<file path="src/rtl/fma_share_arbiter.sv">
// fma_share_arbiter
//   Round-robin arbiter and issue sequencer that shares one fully pipelined
//   32x32+64 multiply-add unit (fixed latency LAT, no stall) between two
//   requesters. Granted operands are registered into the FMA, a {valid, id}
//   tag travels alongside each operation, and each result is steered back
//   to its owner with a one-cycle valid pulse.
//
// Ports
//   clk, rst                 clock, asynchronous active-high reset
//   en                       issue enable (low blocks grants, flight drains)
//   req_valid0/1             requester has an operation
//   req_ready0/1             grant (handshake = valid & ready)
//   req_a0/1, req_b0/1       32-bit multiplicand / multiplier
//   req_c0/1                 64-bit addend
//   fma_a, fma_b, fma_c      registered FMA operands
//   fma_vld                  fma_* carry a real issue this cycle
//   fma_out                  FMA result (a*b+c, low 64 bits)
//   rsp_valid0/1             one-cycle result pulse per requester
//   rsp_data                 result, zero when no response is valid
//   idle                     nothing issued or in flight
//   issue_cnt                handshakes since reset, wrapping
module fma_share_arbiter #(
  parameter int unsigned LAT   = 4,
  parameter int unsigned CNT_W = 16
) (
  input  logic             clk,
  input  logic             rst,
  input  logic             en,
  input  logic             req_valid0,
  input  logic             req_valid1,
  output logic             req_ready0,
  output logic             req_ready1,
  input  logic [31:0]      req_a0,
  input  logic [31:0]      req_a1,
  input  logic [31:0]      req_b0,
  input  logic [31:0]      req_b1,
  input  logic [63:0]      req_c0,
  input  logic [63:0]      req_c1,
  output logic [31:0]      fma_a,
  output logic [31:0]      fma_b,
  output logic [63:0]      fma_c,
  output logic             fma_vld,
  input  logic [63:0]      fma_out,
  output logic             rsp_valid0,
  output logic             rsp_valid1,
  output logic [63:0]      rsp_data,
  output logic             idle,
  output logic [CNT_W-1:0] issue_cnt
);

  logic           ptr;
  logic           gnt0;
  logic           gnt1;
  logic           hs;
  logic           fma_id;
  logic [LAT-1:0] tag_v;
  logic [LAT-1:0] tag_id;

  // Grants are held low during reset so nothing can handshake while the
  // pipeline is being cleared.
  always_comb begin
    gnt0 = 1'b0;
    gnt1 = 1'b0;
    if (en && !rst) begin
      if (req_valid0 && req_valid1) begin
        gnt0 = ~ptr;
        gnt1 = ptr;
      end else begin
        gnt0 = req_valid0;
        gnt1 = req_valid1;
      end
    end
  end

  assign req_ready0 = gnt0;
  assign req_ready1 = gnt1;
  assign hs         = gnt0 | gnt1;

  // After a grant the other requester gets priority next time.
  always_ff @(posedge clk or posedge rst) begin
    if (rst) begin
      ptr <= 1'b0;
    end else if (hs) begin
      ptr <= gnt0;
    end
  end

  always_ff @(posedge clk or posedge rst) begin
    if (rst) begin
      fma_a   <= '0;
      fma_b   <= '0;
      fma_c   <= '0;
      fma_vld <= 1'b0;
      fma_id  <= 1'b0;
    end else begin
      fma_vld <= hs;
      fma_id  <= gnt1;
      if (gnt1) begin
        fma_a <= req_a1;
        fma_b <= req_b1;
        fma_c <= req_c1;
      end else if (gnt0) begin
        fma_a <= req_a0;
        fma_b <= req_b0;
        fma_c <= req_c0;
      end else begin
        fma_a <= '0;
        fma_b <= '0;
        fma_c <= '0;
      end
    end
  end

  // Tag line runs in lockstep with the FMA pipeline: loaded from the issue
  // register, so its last stage lines up with fma_out.
  always_ff @(posedge clk or posedge rst) begin
    if (rst) begin
      tag_v  <= '0;
      tag_id <= '0;
    end else begin
      tag_v[0]  <= fma_vld;
      tag_id[0] <= fma_id;
      for (int unsigned i = 1; i < LAT; i++) begin
        tag_v[i]  <= tag_v[i-1];
        tag_id[i] <= tag_id[i-1];
      end
    end
  end

  assign rsp_valid0 = tag_v[LAT-1] & ~tag_id[LAT-1];
  assign rsp_valid1 = tag_v[LAT-1] &  tag_id[LAT-1];
  assign rsp_data   = tag_v[LAT-1] ? fma_out : '0;
  assign idle       = ~fma_vld & ~(|tag_v);

  always_ff @(posedge clk or posedge rst) begin
    if (rst) begin
      issue_cnt <= '0;
    end else if (hs) begin
      issue_cnt <= issue_cnt + CNT_W'(1);
    end
  end

endmodule

</file>
<file path="config.mk">
export PLATFORM = sky130hd
export DESIGN_NAME = fma_share_arbiter
export DESIGN_NICKNAME = d
export VERILOG_FILES = /design/src/rtl/fma_share_arbiter.sv
export SDC_FILE = /design/constraint.sdc
export NUM_CORES = 1
export LEC_CHECK = 0
export CORE_AREA = 5 5 208 210
export CTS_BUF_LIST = sky130_fd_sc_hd__clkbuf_16
export DETAILED_ROUTE_END_ITERATION = 16
export DIE_AREA = 0 0 213 215
export PLACE_DENSITY = 0.57
export SLEW_MARGIN = 15
export SYNTH_ARGS = -nofsm -noshare
export SYNTH_HDL_FRONTEND = slang
export SYNTH_SLANG_ARGS = --single-unit
export TNS_END_PERCENT = 50
</file>
<file path="constraint.sdc">
create_clock -name clk -period 5.8 [get_ports clk]
set_input_delay 1.74 -clock clk [delete_from_list [all_inputs] [get_ports clk]]
set_output_delay 1.74 -clock clk [all_outputs]
set_load 0.02 [all_outputs]
</file>
# Yosys cells after proc, flatten, opt, wreduce, memory -nomap -nowiden
# Cells that the tools add are included.
# W data, S select, Z words.
[word_totals]
out_inout_bits = 214
elab_cells = 33
in_bits = 325
reg_bits = 155
[classes]
add_sub_neg = 1
mux = 11
reduce_logical = 4
bitwise_logic = 8
[ops]
columns = ["cell", "n"]
rows = [
  ["$mux W64", 3],
  ["$mux W32", 4],
  ["$add A16 B1 Y16 const B", 1],
  ["$mux W1", 4],
  ["$not A1 Y1", 4],
  ["$reduce_or A4 Y1", 1],
  ["$and A1 B1 Y1", 3],
  ["$logic_and A1 B1 Y1", 2],
  ["$logic_not A1 Y1", 1],
  ["$or A1 B1 Y1", 1],
]

# Longest topological paths before layout
# Gate-level depths: netlist (run 1).
[depth]
depth_word = 5
ltp_mapped = 6

# Least setup slack after synthesis (run 1)
# OpenSTA, ideal clock, no wires.
[synth_timing]
kind = "input to output"
startpoint = "input en"
endpoint = "output req_ready0"
slack_ns = 1.712
t_required_ns = 4.060
arrival_ns = 2.348
stages = 4
cell_sequence = "nor2b_4 -> and3_1 -> buf_4 -> buf_2"
[synth_between]
elab_chain_cells = 2
[synth_rtl]
columns = ["item", "line_no", "rtl"]
rows = [
  ["from (decl)", "28", "input logic en,"],
  ["$logic_and A1 B1 Y1", "64", "if (en && !rst) begin"],
  ["$mux W1", "64", ""],
  ["to (decl)", "31", "output logic req_ready0,"],
]
# No other way between the ends.

# Worst setup path in the final report (run 1)
[layout_timing]
startpoint = "input en"
endpoint = "output req_ready1"
[layout_between]
elab_chain_cells = 2
[layout_rtl]
columns = ["item", "line_no", "rtl"]
rows = [
  ["$logic_and A1 B1 Y1", "64", ""],
  ["$mux W1", "64", ""],
  ["to (decl)", "32", "output logic req_ready1,"],
]
# No other way between the ends.

==> results of run 1 <==
## cells in the mapped netlist (4+ instances only)
cell	count
sky130_fd_sc_hd__dfrtp_1	155
sky130_fd_sc_hd__nand2_1	7
sky130_fd_sc_hd__clkbuf_1	7
sky130_fd_sc_hd__and2_1	66
sky130_fd_sc_hd__inv_1	4
sky130_fd_sc_hd__buf_2	4
sky130_fd_sc_hd__a22o_1	128
sky130_fd_sc_hd__nand4_1	4
sky130_fd_sc_hd__buf_6	22
sky130_fd_sc_hd__nand3_1	5
sky130_fd_sc_hd__nor2_1	4
sky130_fd_sc_hd__xnor2_1	13
## state kept, by name (all words and copies together) (netlist names)
register	cells
tag_id	4
fma_c	64
fma_b	32
ptr	1
issue_cnt	16
fma_a	32
fma_vld	1
fma_id	1
tag_v	4
## routing by layer
layer / wire length (um) / share of wire (%)
met1: 10580 / 39
met4: 475 / 1.7
met2: 13690 / 50
met3: 2646 / 9.7
met5: 0 / 0
## power by group through the flow
stage                     logic, uW  clock network (uW)  registers [uW]
final                           706                1070            1200
after global routing            748                1160            1210
after CTS                       719                1120            1200
after detailed placement        716                   0            1220
after global placement          710                   0            1220
after floorplan                 178                   0            1300
## layout make-up
class                   instances  area share [%]
clock inverters                15           1.038
repair buffers                545           43.59
multi-input cells             247           15.46
clock buffers                  17           3.395
flip-flops and latches        155           30.95
well taps                     539           5.382
inverters                       5          0.1797
## through the flow
step / instances / hold WS (ns) / power (uW)
finish: 1523 / 0.3475 / 2969
global route: 1523 / 0.3588 / 3116
CTS: 1523 / 0.3494 / 3039
detailed placement: 1491 / 0.3356 / 1934
global placement: 1491 / 0.3315 / 1926
floorplan: 443 / 0.3312 / 1475
## critical path, stage by stage
cell	delay [ns]
sky130_fd_sc_hd__clkdlybuf4s50_1	0.53
sky130_fd_sc_hd__nor2b_4	0.20
sky130_fd_sc_hd__nand2_2	0.08
sky130_fd_sc_hd__a21oi_4	0.13
sky130_fd_sc_hd__clkdlybuf4s50_1	0.66
## logic make-up (layout without fill, tap and decap cells)
logic type,Yosys count,in the layout
AO/OA/AOI/OAI,131,131
XOR/XNOR,15,15
adder cells (fa/ha/maj),1,1
buffers and inverters,41,582
flip-flops,155,155
multiplexers,1,1
AND/OR/NAND/NOR,99,99
## path summary, 6_finish.rpt
kind	start	end	slack (ns)	cells past startpoint
max	en	req_ready1	0.72	5
min	fma_id$_DFF_PP0_	tag_id[0]$_DFF_PP0_	0.35	0
max reg2reg	ptr$_DFFE_PP0P_	fma_c[35]$_DFF_PP0_	3.30	5
min reg2reg	fma_id$_DFF_PP0_	tag_id[0]$_DFF_PP0_	0.35	0
max in group asynchronous	rst	fma_b[11]$_DFF_PP0_	3.49	3
min in group asynchronous	rst	issue_cnt[15]$_DFFE_PP0P_	1.88	3
==> metrics.txt, run 1 <==
# TYPE chip_impl_metric gauge
chip_impl_info{name="status",value="completed"} 1
chip_impl_metric{name="wirelength",unit="um"} 27390
chip_impl_metric{name="antenna_diode_count",unit=""} 0
chip_impl_metric{name="fill_cells",unit=""} 4223
chip_impl_metric{name="placement.io_buffers",unit=""} 538
chip_impl_metric{name="crit_fanout",unit=""} 3
chip_impl_metric{name="route.detailed.wl_per_inst",unit="um"} 17.98
chip_impl_metric{name="globalRouteOverflowTotal",unit=""} 0
chip_impl_metric{name="max_clock_freq",unit="GHz"} 0.1969
chip_impl_metric{name="cts.htree.levels",unit=""} 4
chip_impl_metric{name="clock-sinks",unit=""} 155
chip_impl_info{name="critical_path_class",value="in2out"} 1
chip_impl_metric{name="die_h",unit="um"} 215
chip_impl_metric{name="io_pins",unit=""} 539
chip_impl_info{name="min-delay-path-class",value="reg2reg"} 1
chip_impl_metric{name="reg_power_share",unit="%"} 40.3
chip_impl_metric{name="vdd_ir_drop_max",unit="mV"} 0.1591
chip_impl_metric{name="syn-cell-area",unit="mm^2"} 0.006146
chip_impl_metric{name="simple_logic_cell_fraction_of_the_synthesized_area",unit="%"} 10.20
chip_impl_metric{name="clkLatencyLatePin",unit="ns"} 0.44
chip_impl_info{name="layout_commonest_cell",value="sky130_fd_sc_hd__clkdlybuf4s50_1"} 1
chip_impl_metric{name="p_sw_share",unit="%"} 27.81
chip_impl_metric{name="clock_transition_time_at_the_flip_flop_clock_pins_of_the_worst_setup_and_hold_paths",unit="ns"} 0.06
chip_impl_metric{name="postSynthNetCount",unit=""} 769
chip_impl_metric{name="power_switching",unit="uW"} 825.6
chip_impl_metric{name="synth_top_area_share",unit="%"} 63.11
chip_impl_metric{name="worst-slew-pin-transition",unit="ns"} 0.8940
chip_impl_metric{name="setup_slack",unit="ns"} 0.7210
chip_impl_info{name="largest_family_of_logic_cells_by_synthesized_area",value="compound AO/OA/AOI/OAI gates"} 1
chip_impl_metric{name="cp_data_required_time",unit="ns"} 4.06
chip_impl_metric{name="nNetsFinal",unit=""} 1297
chip_impl_info{name="cp-end-kind",value="output port"} 1
chip_impl_info{name="cts_tree",value="done"} 1
chip_impl_metric{name="yosys_warnings",unit=""} 0
chip_impl_metric{name="synth_compound_area_share",unit="%"} 18.71
chip_impl_metric{name="use_met2",unit="%"} 19.83
chip_impl_metric{name="synth_cell_types",unit=""} 31
chip_impl_metric{name="synth-xor-area-share",unit="%"} 2.138
chip_impl_info{name="critPathLaunchType",value="input pin"} 1
chip_impl_info{name="ctsRootBufferMaster",value="sky130_fd_sc_hd__clkbuf_16"} 1
chip_impl_metric{name="globalplace.congestion",unit=""} 0.8317
chip_impl_metric{name="synthAdderAreaFrac",unit="%"} 0.2036
chip_impl_metric{name="leakagePower",unit="uW"} 0.005212
chip_impl_metric{name="drt_pass1_iterations",unit=""} 5
chip_impl_metric{name="vias",unit=""} 5684
chip_impl_info{name="grt_setup_unrepaired",value="false"} 1
chip_impl_info{name="globalRoute.busiestLayer",value="met2"} 1
chip_impl_metric{name="number_of_max_cap_violations",unit=""} 0
chip_impl_metric{name="finalCriticalPeriod",unit="ns"} 5.079
chip_impl_metric{name="finalSetupViolCount",unit=""} 0
chip_impl_metric{name="cts_buf_count",unit=""} 17
chip_impl_metric{name="die_width",unit="um"} 213
chip_impl_metric{name="cts.path.max_buffers",unit=""} 2
chip_impl_metric{name="grt_pass1_wl",unit="um"} 38700
chip_impl_metric{name="pre_cts_ws",unit="ns"} 0.7130
chip_impl_metric{name="grt_start_max_net_pins",unit=""} 84
chip_impl_metric{name="slew_viol_final",unit=""} 0
chip_impl_metric{name="post_cts.resized_instances",unit=""} 0
chip_impl_metric{name="comb_power_share",unit="%"} 23.8
chip_impl_info{name="synth_top_area_cell",value="sky130_fd_sc_hd__dfrtp_1"} 1
chip_impl_metric{name="total_power_density_per_cell_area",unit="mW/mm^2"} 236.9
chip_impl_metric{name="globalRouteMet3Util",unit="%"} 4.215
chip_impl_metric{name="drc",unit=""} 0
chip_impl_metric{name="setup_total_negative_slack",unit="ns"} 0
chip_impl_metric{name="globalRouteTotalUtil",unit="%"} 11.43
chip_impl_metric{name="min_period_over_period",unit="%"} 87.57
chip_impl_metric{name="cell_count_after_synthesis",unit=""} 443
chip_impl_metric{name="ctsHoldBuffers",unit=""} 0
chip_impl_metric{name="clockPowerShare",unit="%"} 35.9
chip_impl_metric{name="timing.clock.skew",unit="ns"} 0.004947
chip_impl_metric{name="drive_gt1_share",unit="%"} 4.776
chip_impl_metric{name="syn_avg_cell_area",unit="um^2"} 13.87
chip_impl_metric{name="final_core_utilization",unit="%"} 30.28
chip_impl_info{name="synth-main-ff-cell",value="sky130_fd_sc_hd__dfrtp_1"} 1
chip_impl_metric{name="synth_enable_flop_cells",unit=""} 0
chip_impl_metric{name="synth-seq-area-share",unit="%"} 63.11
chip_impl_metric{name="fraction_of_synthesized_area_in_multiplexers",unit="%"} 0.1832
chip_impl_metric{name="remaining_antenna_violation_count_after_routing",unit=""} 0
chip_impl_metric{name="floorplan.initialDensity",unit="%"} 14.85
chip_impl_metric{name="multiInputGateArea",unit="mm^2"} 0.001937
chip_impl_metric{name="drt_iter0_markers",unit=""} 252
chip_impl_metric{name="hpwl_after_detailed_placement",unit="um"} 21750
chip_impl_metric{name="report.final.hold_viol_count",unit=""} 0
chip_impl_metric{name="final_cell_area",unit="mm^2"} 0.01253
chip_impl_metric{name="avgViaCountPerCell",unit=""} 3.732
chip_impl_metric{name="grt_util_met1",unit="%"} 12.84
chip_impl_info{name="synth_top_cells_by_area",value="sky130_fd_sc_hd__dfrtp_1, sky130_fd_sc_hd__a22o_1, sky130_fd_sc_hd__and2_1"} 1
chip_impl_metric{name="yosys_register_bits",unit=""} 155
chip_impl_metric{name="cts_post_setup_buffers_inserted",unit=""} 0
chip_impl_metric{name="area_growth",unit="%"} 103.9
chip_impl_metric{name="relSlewSlack",unit="%"} 40.40
chip_impl_metric{name="placementRows",unit=""} 75
chip_impl_metric{name="ff_latch_area",unit="mm^2"} 0.003879
chip_impl_metric{name="fraction_of_registers_with_async_set_reset",unit="%"} 100.0
chip_impl_metric{name="via_count_of_the_first_global_routing_pass",unit=""} 6102
chip_impl_metric{name="grt_antenna_before_repair",unit=""} 1
chip_impl_info{name="layout_common_cells",value="sky130_fd_sc_hd__clkdlybuf4s50_1, sky130_fd_sc_hd__dfrtp_1, sky130_fd_sc_hd__a22o_1"} 1
chip_impl_metric{name="post_dp_cell_area",unit="mm^2"} 0.01198
chip_impl_metric{name="cellInternalPower",unit="uW"} 2144
chip_impl_metric{name="floorplan.die_area",unit="mm^2"} 0.04580
chip_impl_metric{name="core_region_area",unit="mm^2"} 0.04138
chip_impl_metric{name="worst-endpoint-arrival",unit="ns"} 3.34
Power figures use the tool's default switching activity.
==> run 2: changes to the inputs <==
- CORE_AREA: 5 5 208 210 -> 5 5 204 206
- DIE_AREA: 0 0 213 215 -> 0 0 209 211
- clock period: 5.8 -> 6.5 ns (I/O delays scaled with it)
==> metrics.txt, run 2 (synthesized netlist as in run 1, its figures left out) <==
# TYPE chip_impl_metric gauge
chip_impl_info{name="status",value="completed"} 1
chip_impl_metric{name="io_pins",unit=""} 539
chip_impl_metric{name="placement.io_buffers",unit=""} 538
chip_impl_metric{name="largest_register_ffs",unit=""} 64
chip_impl_info{name="grt_setup_unrepaired",value="false"} 1
chip_impl_metric{name="clkLatencyLatePin",unit="ns"} 0.42
chip_impl_info{name="largest-register",value="fma_c"} 1
chip_impl_metric{name="cts.path.max_buffers",unit=""} 2
chip_impl_metric{name="route.detailed.wl_per_inst",unit="um"} 18.47
chip_impl_info{name="crit_path_top_delay_cell",value="sky130_fd_sc_hd__clkdlybuf4s50_1"} 1
chip_impl_info{name="layout_common_cells",value="sky130_fd_sc_hd__clkdlybuf4s50_1, sky130_fd_sc_hd__dfrtp_1, sky130_fd_sc_hd__a22o_1"} 1
chip_impl_metric{name="die_h",unit="um"} 211
chip_impl_metric{name="globalRouteTotalUtil",unit="%"} 12.02
chip_impl_metric{name="worst-slew-pin-transition",unit="ns"} 0.8918
chip_impl_metric{name="leakagePower",unit="uW"} 0.005199
chip_impl_metric{name="via_count_of_the_first_global_routing_pass",unit=""} 6271
chip_impl_info{name="critical_path.top_delay_family",value="buffers and inverters"} 1
chip_impl_metric{name="antenna_diode_count",unit=""} 0
chip_impl_metric{name="min_period_over_period",unit="%"} 84.39
chip_impl_info{name="critical_path_class",value="in2out"} 1
chip_impl_info{name="layout_commonest_cell",value="sky130_fd_sc_hd__clkdlybuf4s50_1"} 1
chip_impl_metric{name="number_of_max_cap_violations",unit=""} 0
chip_impl_metric{name="cts.htree.levels",unit=""} 4
chip_impl_metric{name="timing.critical_path.slowest_cell_delay",unit="ns"} 0.61
chip_impl_metric{name="floorplan.die_area",unit="mm^2"} 0.04410
chip_impl_metric{name="clock_transition_time_at_the_flip_flop_clock_pins_of_the_worst_setup_and_hold_paths",unit="ns"} 0.06
chip_impl_info{name="cts_tree",value="done"} 1
chip_impl_metric{name="hpwl_after_detailed_placement",unit="um"} 22350
chip_impl_metric{name="finalSetupViolCount",unit=""} 0
chip_impl_metric{name="vdd_ir_drop_max",unit="mV"} 0.1526
chip_impl_metric{name="grt_start_max_net_pins",unit=""} 82
chip_impl_metric{name="cts_post_setup_buffers_inserted",unit=""} 0
chip_impl_metric{name="setup_total_negative_slack",unit="ns"} 0
chip_impl_metric{name="clock-sinks",unit=""} 155
chip_impl_metric{name="globalRouteOverflowTotal",unit=""} 0
chip_impl_metric{name="nNetsFinal",unit=""} 1296
chip_impl_metric{name="remaining_antenna_violation_count_after_routing",unit=""} 0
chip_impl_metric{name="max_clock_freq",unit="GHz"} 0.1823
chip_impl_metric{name="grt_antenna_before_repair",unit=""} 1
chip_impl_metric{name="report.final.hold_viol_count",unit=""} 0
chip_impl_metric{name="die_width",unit="um"} 209
chip_impl_metric{name="worstPathBufferInverterCount",unit=""} 2
chip_impl_info{name="timing.critical_path.cells",value="clkdlybuf4s50_1, nor2b_4, nand2_2, a21oi_4, clkdlybuf4s50_1"} 1
chip_impl_metric{name="grt_pass1_wl",unit="um"} 39960
chip_impl_metric{name="fin_hold_ws",unit="ns"} 0.3471
chip_impl_metric{name="cts_buf_count",unit=""} 17
chip_impl_metric{name="drt_iter0_markers",unit=""} 248
chip_impl_metric{name="crit_fanout",unit=""} 3
chip_impl_metric{name="post_cts.resized_instances",unit=""} 0
chip_impl_metric{name="relSlewSlack",unit="%"} 40.55
chip_impl_metric{name="cp_data_required_time",unit="ns"} 4.55
chip_impl_info{name="worst_path_most_repeated_cell",value="sky130_fd_sc_hd__clkdlybuf4s50_1"} 1
chip_impl_metric{name="floorplan.initialDensity",unit="%"} 15.58
chip_impl_metric{name="vias",unit=""} 5708
chip_impl_metric{name="ctsHoldBuffers",unit=""} 0
chip_impl_info{name="ctsRootBufferMaster",value="sky130_fd_sc_hd__clkbuf_16"} 1
chip_impl_metric{name="worst-endpoint-arrival",unit="ns"} 3.54
chip_impl_metric{name="globalplace.congestion",unit=""} 0.8752
chip_impl_metric{name="avgViaCountPerCell",unit=""} 3.790
chip_impl_metric{name="slew_viol_final",unit=""} 0
chip_impl_metric{name="finalCriticalPeriod",unit="ns"} 5.485
chip_impl_metric{name="area_growth",unit="%"} 102.9
chip_impl_metric{name="total_power_density_per_cell_area",unit="mW/mm^2"} 209.8
chip_impl_metric{name="placementRows",unit=""} 73
chip_impl_metric{name="timing.clock.skew",unit="ns"} 0.005756
chip_impl_metric{name="wirelength",unit="um"} 27820
chip_impl_info{name="critPathLaunchType",value="input pin"} 1
chip_impl_info{name="cp-end-kind",value="output port"} 1
chip_impl_metric{name="drive_gt1_share",unit="%"} 4.485
chip_impl_metric{name="core_region_area",unit="mm^2"} 0.03946
chip_impl_metric{name="placedCellCount",unit=""} 1476
chip_impl_info{name="biggestRegsByFlops",value="fma_c x64, fma_a x32, fma_b x32"} 1
chip_impl_info{name="min-delay-path-class",value="reg2reg"} 1
chip_impl_metric{name="instances_no_fill",unit=""} 1506
chip_impl_metric{name="drc",unit=""} 0
chip_impl_metric{name="drt_pass1_iterations",unit=""} 4
==> run 2: path summary, 6_finish.rpt <==
| kind | from | end | slack (ns) | cells after the start |
|---|---|---|---|---|
| worst min-delay path | tag_id[1]$_DFF_PP0_ | tag_id[2]$_DFF_PP0_ | 0.35 | 0 |
| worst max-delay path | rst | req_ready1 | 1.01 | 5 |
| worst min register to register | tag_id[1]$_DFF_PP0_ | tag_id[2]$_DFF_PP0_ | 0.35 | 0 |
| max in group asynchronous | rst | fma_c[32]$_DFF_PP0_ | 3.38 | 3 |
| min in group asynchronous | rst | fma_a[25]$_DFF_PP0_ | 2.18 | 2 |
| worst max register to register | ptr$_DFFE_PP0P_ | fma_c[13]$_DFF_PP0_ | 4.01 | 5 |
==> run 2: stage by stage <==
step,setup slack [ns],utilization [%],power [uW],instance area [um^2]
after floorplan,0.3718,-,1316,6146
after global placement,1.021,30.26,1714,11940
after detailed placement,1.024,30.26,1720,11940
after CTS,1.011,31.61,2679,12470
after global routing,0.9543,31.61,2751,12470
final,1.015,31.61,2617,12470
==> run 2: layout make-up <==
cell class                 count  area, um^2
fill                        4071       26990
clock buffer                  17       425.4
multi-input combinational    247        1937
tap                          525       656.9
sequential                   155        3879
timing repair buffer         544        5443
clock inverter                13       107.6
inverter                       5       23.77
==> run 2: power breakdown <==
part,leakage (uW),switching (uW),internal [uW],total (uW)
Clock,0.000261,408,519,927
Combinational,0.00284,264,358,622
Sequential,0.00209,40.3,1030,1070
==> run 2: per-layer routing <==
layer	track usage [%]	routed length, um	up-vias
met4	3.420	447	2
met1	13.18	10460	2714
met2	20.84	13990	321
met3	5.778	2899	22
met5	0	13	-
li1	-	-	2649
==> run 3: changes to the inputs <==
- CORE_AREA: 5 5 204 206 -> 5 5 208 210
- DIE_AREA: 0 0 209 211 -> 0 0 213 215
- clock period: 6.5 -> 4.8 ns (I/O delays scaled with it)
==> metrics.txt, run 3 (synthesized netlist as in run 1, its figures left out) <==
# TYPE chip_impl_metric gauge
chip_impl_info{name="critical_path_class",value="in2out"} 1
chip_impl_metric{name="placement.io_buffers",unit=""} 538
chip_impl_metric{name="grt_antenna_before_repair",unit=""} 1
chip_impl_info{name="largest-register",value="fma_c"} 1
chip_impl_metric{name="post_dp_cell_area",unit="mm^2"} 0.01201
chip_impl_info{name="layout_commonest_cell",value="sky130_fd_sc_hd__clkdlybuf4s50_1"} 1
chip_impl_metric{name="area_growth",unit="%"} 103.9
chip_impl_metric{name="drive_gt1_share",unit="%"} 5.061
chip_impl_metric{name="die_h",unit="um"} 215
chip_impl_metric{name="globalplace.congestion",unit=""} 0.8129
chip_impl_metric{name="timing.clock.skew",unit="ns"} 0.01185
chip_impl_metric{name="globalRouteTotalUtil",unit="%"} 11.50
chip_impl_metric{name="cts_buf_count",unit=""} 17
chip_impl_info{name="worst_r2r_startpoint",value="ptr$_DFFE_PP0P_"} 1
chip_impl_metric{name="remaining_antenna_violation_count_after_routing",unit=""} 0
chip_impl_metric{name="worst-slew-pin-transition",unit="ns"} 0.8640
chip_impl_metric{name="final_core_utilization",unit="%"} 30.29
chip_impl_metric{name="wirelength",unit="um"} 27440
chip_impl_metric{name="via_count_of_the_first_global_routing_pass",unit=""} 6296
chip_impl_metric{name="clkLatencyLatePin",unit="ns"} 0.46
chip_impl_info{name="crit_path_top_delay_cell",value="sky130_fd_sc_hd__clkdlybuf4s50_1"} 1
chip_impl_metric{name="number_of_max_cap_violations",unit=""} 0
chip_impl_info{name="cts_tree",value="done"} 1
chip_impl_info{name="biggestRegsByFlops",value="fma_c x64, fma_a x32, fma_b x32"} 1
chip_impl_metric{name="nNetsFinal",unit=""} 1301
chip_impl_metric{name="clock-sinks",unit=""} 155
chip_impl_info{name="timing.critical_path.cells",value="clkdlybuf4s50_1, nor2b_4, nand2_2, a21oi_4, clkdlybuf4s50_1"} 1
chip_impl_metric{name="min_period_over_period",unit="%"} 93.19
chip_impl_metric{name="vdd_ir_drop_max",unit="mV"} 0.1970
chip_impl_metric{name="timing.critical_path.slowest_cell_delay",unit="ns"} 0.66
chip_impl_metric{name="io_pins",unit=""} 539
chip_impl_metric{name="ff_latch_area",unit="mm^2"} 0.003879
chip_impl_metric{name="total_power",unit="uW"} 3546
chip_impl_info{name="endpoint",value="req_ready1"} 1
chip_impl_metric{name="drc",unit=""} 0
chip_impl_metric{name="pre_cts_ws",unit="ns"} 0.3025
chip_impl_metric{name="grt_start_max_net_pins",unit=""} 84
chip_impl_metric{name="die_width",unit="um"} 213
chip_impl_metric{name="avgViaCountPerCell",unit=""} 3.740
chip_impl_info{name="cp-end-kind",value="output port"} 1
chip_impl_metric{name="ctsHoldBuffers",unit=""} 0
chip_impl_metric{name="floorplan.die_area",unit="mm^2"} 0.04580
chip_impl_metric{name="antenna_diode_count",unit=""} 0
chip_impl_metric{name="cts.path.max_buffers",unit=""} 2
chip_impl_info{name="ctsRootBufferMaster",value="sky130_fd_sc_hd__clkbuf_16"} 1
chip_impl_metric{name="cts_post_setup_buffers_inserted",unit=""} 0
chip_impl_metric{name="setup_slack",unit="ns"} 0.3270
chip_impl_metric{name="hpwl_after_detailed_placement",unit="um"} 21970
chip_impl_metric{name="globalRouteOverflowTotal",unit=""} 0
chip_impl_metric{name="worst_r2r_path_depth",unit=""} 5
chip_impl_metric{name="fill_cells",unit=""} 4268
chip_impl_metric{name="drt_pass1_iterations",unit=""} 4
chip_impl_metric{name="core_region_area",unit="mm^2"} 0.04138
chip_impl_metric{name="leakagePower",unit="uW"} 0.005211
chip_impl_metric{name="finalCriticalPeriod",unit="ns"} 4.473
chip_impl_info{name="worst_path_most_repeated_cell",value="sky130_fd_sc_hd__clkdlybuf4s50_1"} 1
chip_impl_metric{name="final_cell_area",unit="mm^2"} 0.01253
chip_impl_metric{name="vias",unit=""} 5711
chip_impl_info{name="timing.critical_path.from",value="en"} 1
chip_impl_metric{name="placementRows",unit=""} 75
chip_impl_info{name="r2r-end",value="fma_a[22]$_DFF_PP0_"} 1
chip_impl_info{name="layout_common_cells",value="sky130_fd_sc_hd__clkdlybuf4s50_1, sky130_fd_sc_hd__dfrtp_1, sky130_fd_sc_hd__a22o_1"} 1
chip_impl_metric{name="worstPathBufferInverterCount",unit=""} 2
chip_impl_metric{name="worst-endpoint-arrival",unit="ns"} 3.03
chip_impl_metric{name="setup_total_negative_slack",unit="ns"} 0
chip_impl_metric{name="report.final.hold_viol_count",unit=""} 0
chip_impl_metric{name="clock_transition_time_at_the_flip_flop_clock_pins_of_the_worst_setup_and_hold_paths",unit="ns"} 0.07
chip_impl_metric{name="max_clock_freq",unit="GHz"} 0.2236
chip_impl_info{name="min-delay-path-class",value="reg2reg"} 1
chip_impl_metric{name="critical_path_depth",unit=""} 5
chip_impl_metric{name="post_cts.resized_instances",unit=""} 0
chip_impl_metric{name="drt_iter0_markers",unit=""} 206
chip_impl_info{name="grt_setup_unrepaired",value="false"} 1
chip_impl_metric{name="grt_pass1_wl",unit="um"} 39150
chip_impl_metric{name="slew_viol_final",unit=""} 0
chip_impl_metric{name="cts.htree.levels",unit=""} 4
chip_impl_metric{name="cp_data_required_time",unit="ns"} 3.36
chip_impl_info{name="critPathLaunchType",value="input pin"} 1
chip_impl_metric{name="relSlewSlack",unit="%"} 42.40
chip_impl_metric{name="largest_register_ffs",unit=""} 64
chip_impl_metric{name="reg2reg_slack",unit="ns"} 2.42
chip_impl_metric{name="finalSetupViolCount",unit=""} 0
chip_impl_metric{name="crit_fanout",unit=""} 3
chip_impl_info{name="critical_path.top_delay_family",value="buffers and inverters"} 1
chip_impl_metric{name="route.detailed.wl_per_inst",unit="um"} 17.97
chip_impl_metric{name="total_power_density_per_cell_area",unit="mW/mm^2"} 282.9
chip_impl_metric{name="floorplan.initialDensity",unit="%"} 14.85
chip_impl_info{name="status",value="completed"} 1
chip_impl_metric{name="multiInputGateArea",unit="mm^2"} 0.001937
run 3: worst min-delay path by stage:
| stage | start | slack (ns) | cells after the start | endpoint |
|---|---|---|---|---|
| after floorplan | fma_id$_DFF_PP0_ | 0.33 | 0 | tag_id[0]$_DFF_PP0_ |
| after global placement | tag_id[0]$_DFF_PP0_ | 0.33 | 0 | tag_id[1]$_DFF_PP0_ |
| after detailed placement | fma_id$_DFF_PP0_ | 0.34 | 0 | tag_id[0]$_DFF_PP0_ |
| after CTS | fma_id$_DFF_PP0_ | 0.35 | 0 | tag_id[0]$_DFF_PP0_ |
| after global routing | tag_id[2]$_DFF_PP0_ | 0.36 | 0 | tag_id[3]$_DFF_PP0_ |
| final | fma_id$_DFF_PP0_ | 0.35 | 0 | tag_id[0]$_DFF_PP0_ |
run 3: through the flow:
step / instances / hold slack, ns
after floorplan: 443 / 0.3312
after global placement: 1495 / 0.3324
after detailed placement: 1495 / 0.3373
after CTS: 1527 / 0.3532
after global routing: 1527 / 0.3566
final: 1527 / 0.3504
run 3: final cells by class:
type / instances / share of cell area (%)
inverters: 5 / 0.1797
flip-flops and latches: 155 / 30.95
clock buffers: 17 / 3.394
clock inverters: 15 / 0.8186
repair buffers: 549 / 43.83
multi-input cells: 247 / 15.45
well taps: 539 / 5.381
run 3: report_power, final:
group / internal [uW] / switching (uW) / leakage [uW]
sequential: 1390 / 53.2 / 0.00209
clock: 656 / 589 / 0.000250
combinational: 489 / 366 / 0.00287
total: 2540 / 1010 / 0.00521
run 3: routing by layer:
metal  share of wire (%)  global-route usage [%]
met1                  39                   13.00
met2                  48                   19.07
met3                  10                   5.177
met4                 2.4                   4.203
met5               0.026                       0
